File: config.mk
export PLATFORM = sky130hd
export DESIGN_NAME = sik_thread_scheduler
export DESIGN_NICKNAME = d
export VERILOG_FILES = /design/src/rtl/sik_thread_scheduler.sv
export SDC_FILE = /design/constraint.sdc
export NUM_CORES = 1
export LEC_CHECK = 0
export CAP_MARGIN = 30
export CORE_UTILIZATION = 50
export DETAILED_ROUTE_END_ITERATION = 10
export PLACE_DENSITY = 0.76
export SETUP_SLACK_MARGIN = 0.05
export SYNTH_ARGS = -nofsm -noshare
export SYNTH_HDL_FRONTEND = slang
export SYNTH_SLANG_ARGS = --single-unit
File: constraint.sdc
create_clock -name clk -period 4.65 [get_ports clk]
set_input_delay 0.93 -clock clk [delete_from_list [all_inputs] [get_ports clk]]
set_output_delay 0.93 -clock clk [all_outputs]
set_load 0.01 [all_outputs]
File: src/rtl/sik_thread_scheduler.sv
// Two-thread fetch scheduler for the SIK stack pipeline: alternates
// fetches between live threads, bypasses redirects, flags wrong-path fetches.
module sik_thread_scheduler #(
   parameter logic [15:0] RESET_PC0 = 16'h0000,
   parameter logic [15:0] RESET_PC1 = 16'h8000
) (
   input  logic        clk,
   input  logic        reset,
   input  logic        stall,
   input  logic        redirect_valid,
   input  logic        redirect_tid,
   input  logic [15:0] redirect_pc,
   input  logic        halt_req,
   input  logic        halt_tid,
   output logic        issue_valid,
   output logic        issue_tid,
   output logic [15:0] issue_pc,
   output logic        squash,
   output logic [1:0]  thread_halted,
   output logic        halt
);

   logic [15:0] pc [2];
   logic [15:0] pc_nxt [2];
   logic        last_tid;
   logic        last_valid;
   logic [1:0]  halted;
   logic [1:0]  halting;
   logic [1:0]  live;
   logic        sel;
   logic        any_live;
   logic        fire;

   always_comb begin
      halting = 2'b00;
      if (halt_req) halting[halt_tid] = 1'b1;
      live = ~halted & ~halting;
   end

   // Prefer the thread that did not fetch last; fall back to the same one.
   always_comb begin
      sel      = ~last_tid;
      any_live = 1'b0;
      if (live[~last_tid]) begin
         sel      = ~last_tid;
         any_live = 1'b1;
      end else if (live[last_tid]) begin
         sel      = last_tid;
         any_live = 1'b1;
      end
   end

   assign fire        = reset & ~stall & any_live;
   assign issue_valid = fire;
   assign issue_tid   = sel;
   assign issue_pc    = (redirect_valid && redirect_tid == sel)
                        ? redirect_pc : pc[sel];

   assign squash = reset & redirect_valid & last_valid
                 & (last_tid == redirect_tid) & ~halted[redirect_tid];

   assign thread_halted = halted;
   assign halt          = &halted;

   always_comb begin
      for (int t = 0; t < 2; t++) begin
         pc_nxt[t] = pc[t];
         if (live[t]) begin
            if (fire && sel == 1'(t))
               pc_nxt[t] = issue_pc + 16'd1;
            else if (redirect_valid && redirect_tid == 1'(t))
               pc_nxt[t] = redirect_pc;
         end
      end
   end

   always_ff @(posedge clk or negedge reset) begin
      if (!reset) begin
         pc[0]      <= RESET_PC0;
         pc[1]      <= RESET_PC1;
         last_tid   <= 1'b1;
         last_valid <= 1'b0;
         halted     <= 2'b00;
      end else begin
         pc[0]      <= pc_nxt[0];
         pc[1]      <= pc_nxt[1];
         last_valid <= fire;
         if (fire) last_tid <= sel;
         halted     <= halted | halting;
      end
   end

endmodule

==> impl_metrics.yaml, run 1 <==
logic_synthesis:
  netlist-cell-type-count: 58
  yosys_warnings: 0
  synth-seq-cells: 36
  ys_dominant_reg_cell: "sky130_fd_sc_hd__dfrtp_1"
  synthesis.area_per_instance_sq_um: 9.04
  syn_nets: 356
  number_of_flops_mapped_to_enable_cells_by_yosys: 0
  synth.cell_area_sq_um: 3000
  synth-seq-area-share_pct: 30.1
  syn-instance-count: 332
  ys_async_sr_fraction_pct: 100
place:
  hpwl_um: 6140
  finalWeightedCongestion: 0.874
  numPortBuffers: 44
  detailed_place.area_sq_um: 3570
floorplan:
  fp.dieArea_sq_um: 6310
  fp.dieW_um: 79.5
  num_rows: 27
  ios: 45
  die_h_um: 79.5
  core_sq_um: 5640
  initial_utilization_pct: 53.2
worst_hold_path:
  hold_path_startpoint: "pc[27]"
  holdCritPathClass: "flip-flop to flip-flop"
  hold-path-cell-count: 2
  min_delay_worst_endpoint: "pc[27]"
clocking:
  clkLatencyLatePin_ns: 0.30
  post_cts.repair.setup_buffers: 0
  clk_transition_reported_paths_ns: 0.08
  cts_hold_buf: 0
  cts_made_buffers: 5
  tritoncts: "done"
  max-clock-path-buffers: 2
  cts-htree-levels: 2
  post_cts_resized: 0
  clock_sink_count: 36
  cts.root.buffer_cell: "sky130_fd_sc_hd__clkbuf_8"
routing:
  post_drt_via_cell_ratio: 6.45
  avgRoutedWirePerCell_um: 19.1
  dr_total_vias: 2903
  number_of_nets_still_failing_antenna_checks_after_routing: 0
  first_pass_iters: 5
  initialDrtViolationCount: 247
  postRouteWirelength_um: 8580
  drc_violation_count_after_routing: 0
critical_path:
  worstSetupStartpointType: "input port"
  reg2regPathDepth: 11
  rrSetupSlack_ns: 1.35
  crit_fanout: 15
  crit-reg2reg-capture: "pc[31]"
  end_kind: "output pin"
  launch_instance_of_the_worst_register_to_register_path: "last_tid"
  arrival_ns: 3.44
  worst_ep_required_time_ns: 3.72
  setup.worst_path.class: "input port to output pin"
power:
  p_leak_nw: 1.43
  power_density_nw_per_um2: 306
  maximum_ir_drop_on_the_vdd_rail_uv: 171
final_layout:
  post_route_cells_drive_above_1_share_pct: 20.9
  layout.nets: 401
  mostFrequentLayoutCell: "sky130_fd_sc_hd__clkdlybuf4s50_1"
  stdcell_area_sq_um: 3670
  layout-area-overhead-vs-synth_pct: 22.4
  most-common-layout-cells: "sky130_fd_sc_hd__clkdlybuf4s50_1 (43), sky130_fd_sc_hd__nand2_1 (35), sky130_fd_sc_hd__dfrtp_1 (34), sky130_fd_sc_hd__nor2_1 (25), sky130_fd_sc_hd__buf_4 (20)"
  fillCellCount: 474
  number_of_inserted_diodes: 0
timing:
  hold_viol: 0
  worstMarginPinSlew_ns: 0.684
  final.min_clock_period_ns: 4.37
  timing.slew.headroom_pct: 54.4
  fmaxAchievable_mhz: 229
  totalNegativeSetupSlack_ns: 0
  slew_violations: 0
  report.final.setup_viol: 0
  clock_skew_ns: 0.0107
  grt_setup_unrepaired: "false"
  final.period_utilization_pct: 94.0
global_routing:
  grt_antenna_before_repair: 0
  grt_overflow: 0
  grt_first_pass_wirelength_um: 14100
  gr-usage-all-layers_pct: 29.2
  first_global_vias: 2717
  grt_max_degree: 40
run:
  cap_viol_max_count: 0
outcome:
  status: "complete, no violations"
## synthesized netlist by cell type (11+ instances only)
library cell	number	area, sq um
sky130_fd_sc_hd__nand2_1	35	131
sky130_fd_sc_hd__clkbuf_1	11	41.3
sky130_fd_sc_hd__nor2_1	25	93.8
sky130_fd_sc_hd__mux2_2	11	124
sky130_fd_sc_hd__nand3_1	15	75.1
sky130_fd_sc_hd__o22ai_1	14	87.6
sky130_fd_sc_hd__dfrtp_1	34	851
sky130_fd_sc_hd__a21oi_1	17	85.1
sky130_fd_sc_hd__a2111o_1	12	135
sky130_fd_sc_hd__a211o_1	12	105
sky130_fd_sc_hd__xnor2_1	13	114
sky130_fd_sc_hd__buf_2	11	55.1
## flip-flops by register name, summed over array words and instances (netlist names)
signal	count
last_valid	1
last_tid	1
thread_halted	2
pc	32
## logic make-up (layout without fill, tap and decap cells)
kind of cell	after synthesis	after routing	share of synthesized area, %
compound gates	118	118	32.6
xor+xnor	14	14	4.09
fa+ha+maj	1	1	0.417
buf+inv	36	82	5.84
flops	36	36	30.1
mux	20	20	7.17
simple gates	107	107	19.8
## worst max path at each step
stage / start / slack (ns) / depth (start not counted) / to
after floorplan: redirect_tid / 1.32 / 7 / issue_pc[15]
after global placement: halt_req / 0.37 / 8 / issue_pc[15]
after detailed placement: halt_req / 0.35 / 8 / issue_pc[15]
after CTS: halt_req / 0.33 / 8 / issue_pc[15]
after global routing: halt_req / 0.16 / 8 / issue_pc[15]
final: halt_req / 0.28 / 8 / issue_pc[15]
## worst max-delay path, cell delays in order
cell,delay [ns]
sky130_fd_sc_hd__clkdlybuf4s50_1,0.50
sky130_fd_sc_hd__nor2_1,0.10
sky130_fd_sc_hd__a21o_4,0.30
sky130_fd_sc_hd__o21ai_4,0.32
sky130_fd_sc_hd__buf_4,0.22
sky130_fd_sc_hd__o221ai_1,0.13
sky130_fd_sc_hd__a21oi_1,0.33
sky130_fd_sc_hd__clkdlybuf4s50_1,0.61
## area by class of cell
type / count / area, sq um / area share, %
Inverter: 8 / 30.0 / 0.818
Multi-Input combinational cell: 260 / 1930 / 52.4
Timing Repair Buffer: 66 / 626 / 17.0
Sequential cell: 36 / 903 / 24.6
Clock inverter: 2 / 15.0 / 0.409
Tap cell: 72 / 90.1 / 2.45
Clock buffer: 6 / 82.6 / 2.25
## report_power, final
part	internal (mW)	switching, mW	total [mW]
Sequential	0.352	0.0305	0.383
Combinational	0.226	0.270	0.496
Clock	0.120	0.127	0.247
## stage by stage
stage | util [%] | total power [mW] | instances | setup slack [ns] | hold WS (ns)
floorplan | - | 0.696 | 332 | 1.32 | 0.451
global placement | 63.4 | 0.866 | 442 | 0.367 | 0.475
detailed placement | 63.4 | 0.877 | 442 | 0.346 | 0.501
CTS | 65.1 | 1.12 | 450 | 0.327 | 0.520
global route | 65.1 | 1.18 | 450 | 0.157 | 0.549
finish | 65.1 | 1.13 | 450 | 0.277 | 0.525
## per-layer routing
| layer | vias to the layer above | track usage (%) | share of wire (%) |
|---|---|---|---|
| li1 | 1343 | - | - |
| met1 | 1386 | 39.6 | 43 |
| met2 | 161 | 45.9 | 46 |
| met3 | 13 | 4.69 | 8.5 |
| met4 | 0 | 12.0 | 1.7 |
| met5 | - | 0 | 0 |
Power figures use the tool's default switching activity.
==> inputs of run 2 (changes only) <==
--- a/config.mk
+++ b/config.mk
@@ -10,6 +10,7 @@
 export DETAILED_ROUTE_END_ITERATION = 10
 export PLACE_DENSITY = 0.76
 export SETUP_SLACK_MARGIN = 0.05
+export SKIP_CTS_REPAIR_TIMING = 1
 export SYNTH_ARGS = -nofsm -noshare
 export SYNTH_HDL_FRONTEND = slang
 export SYNTH_SLANG_ARGS = --single-unit
==> results of run 2 <==
Same layout as run 1: the final DEF is identical, and so are final timing and power.
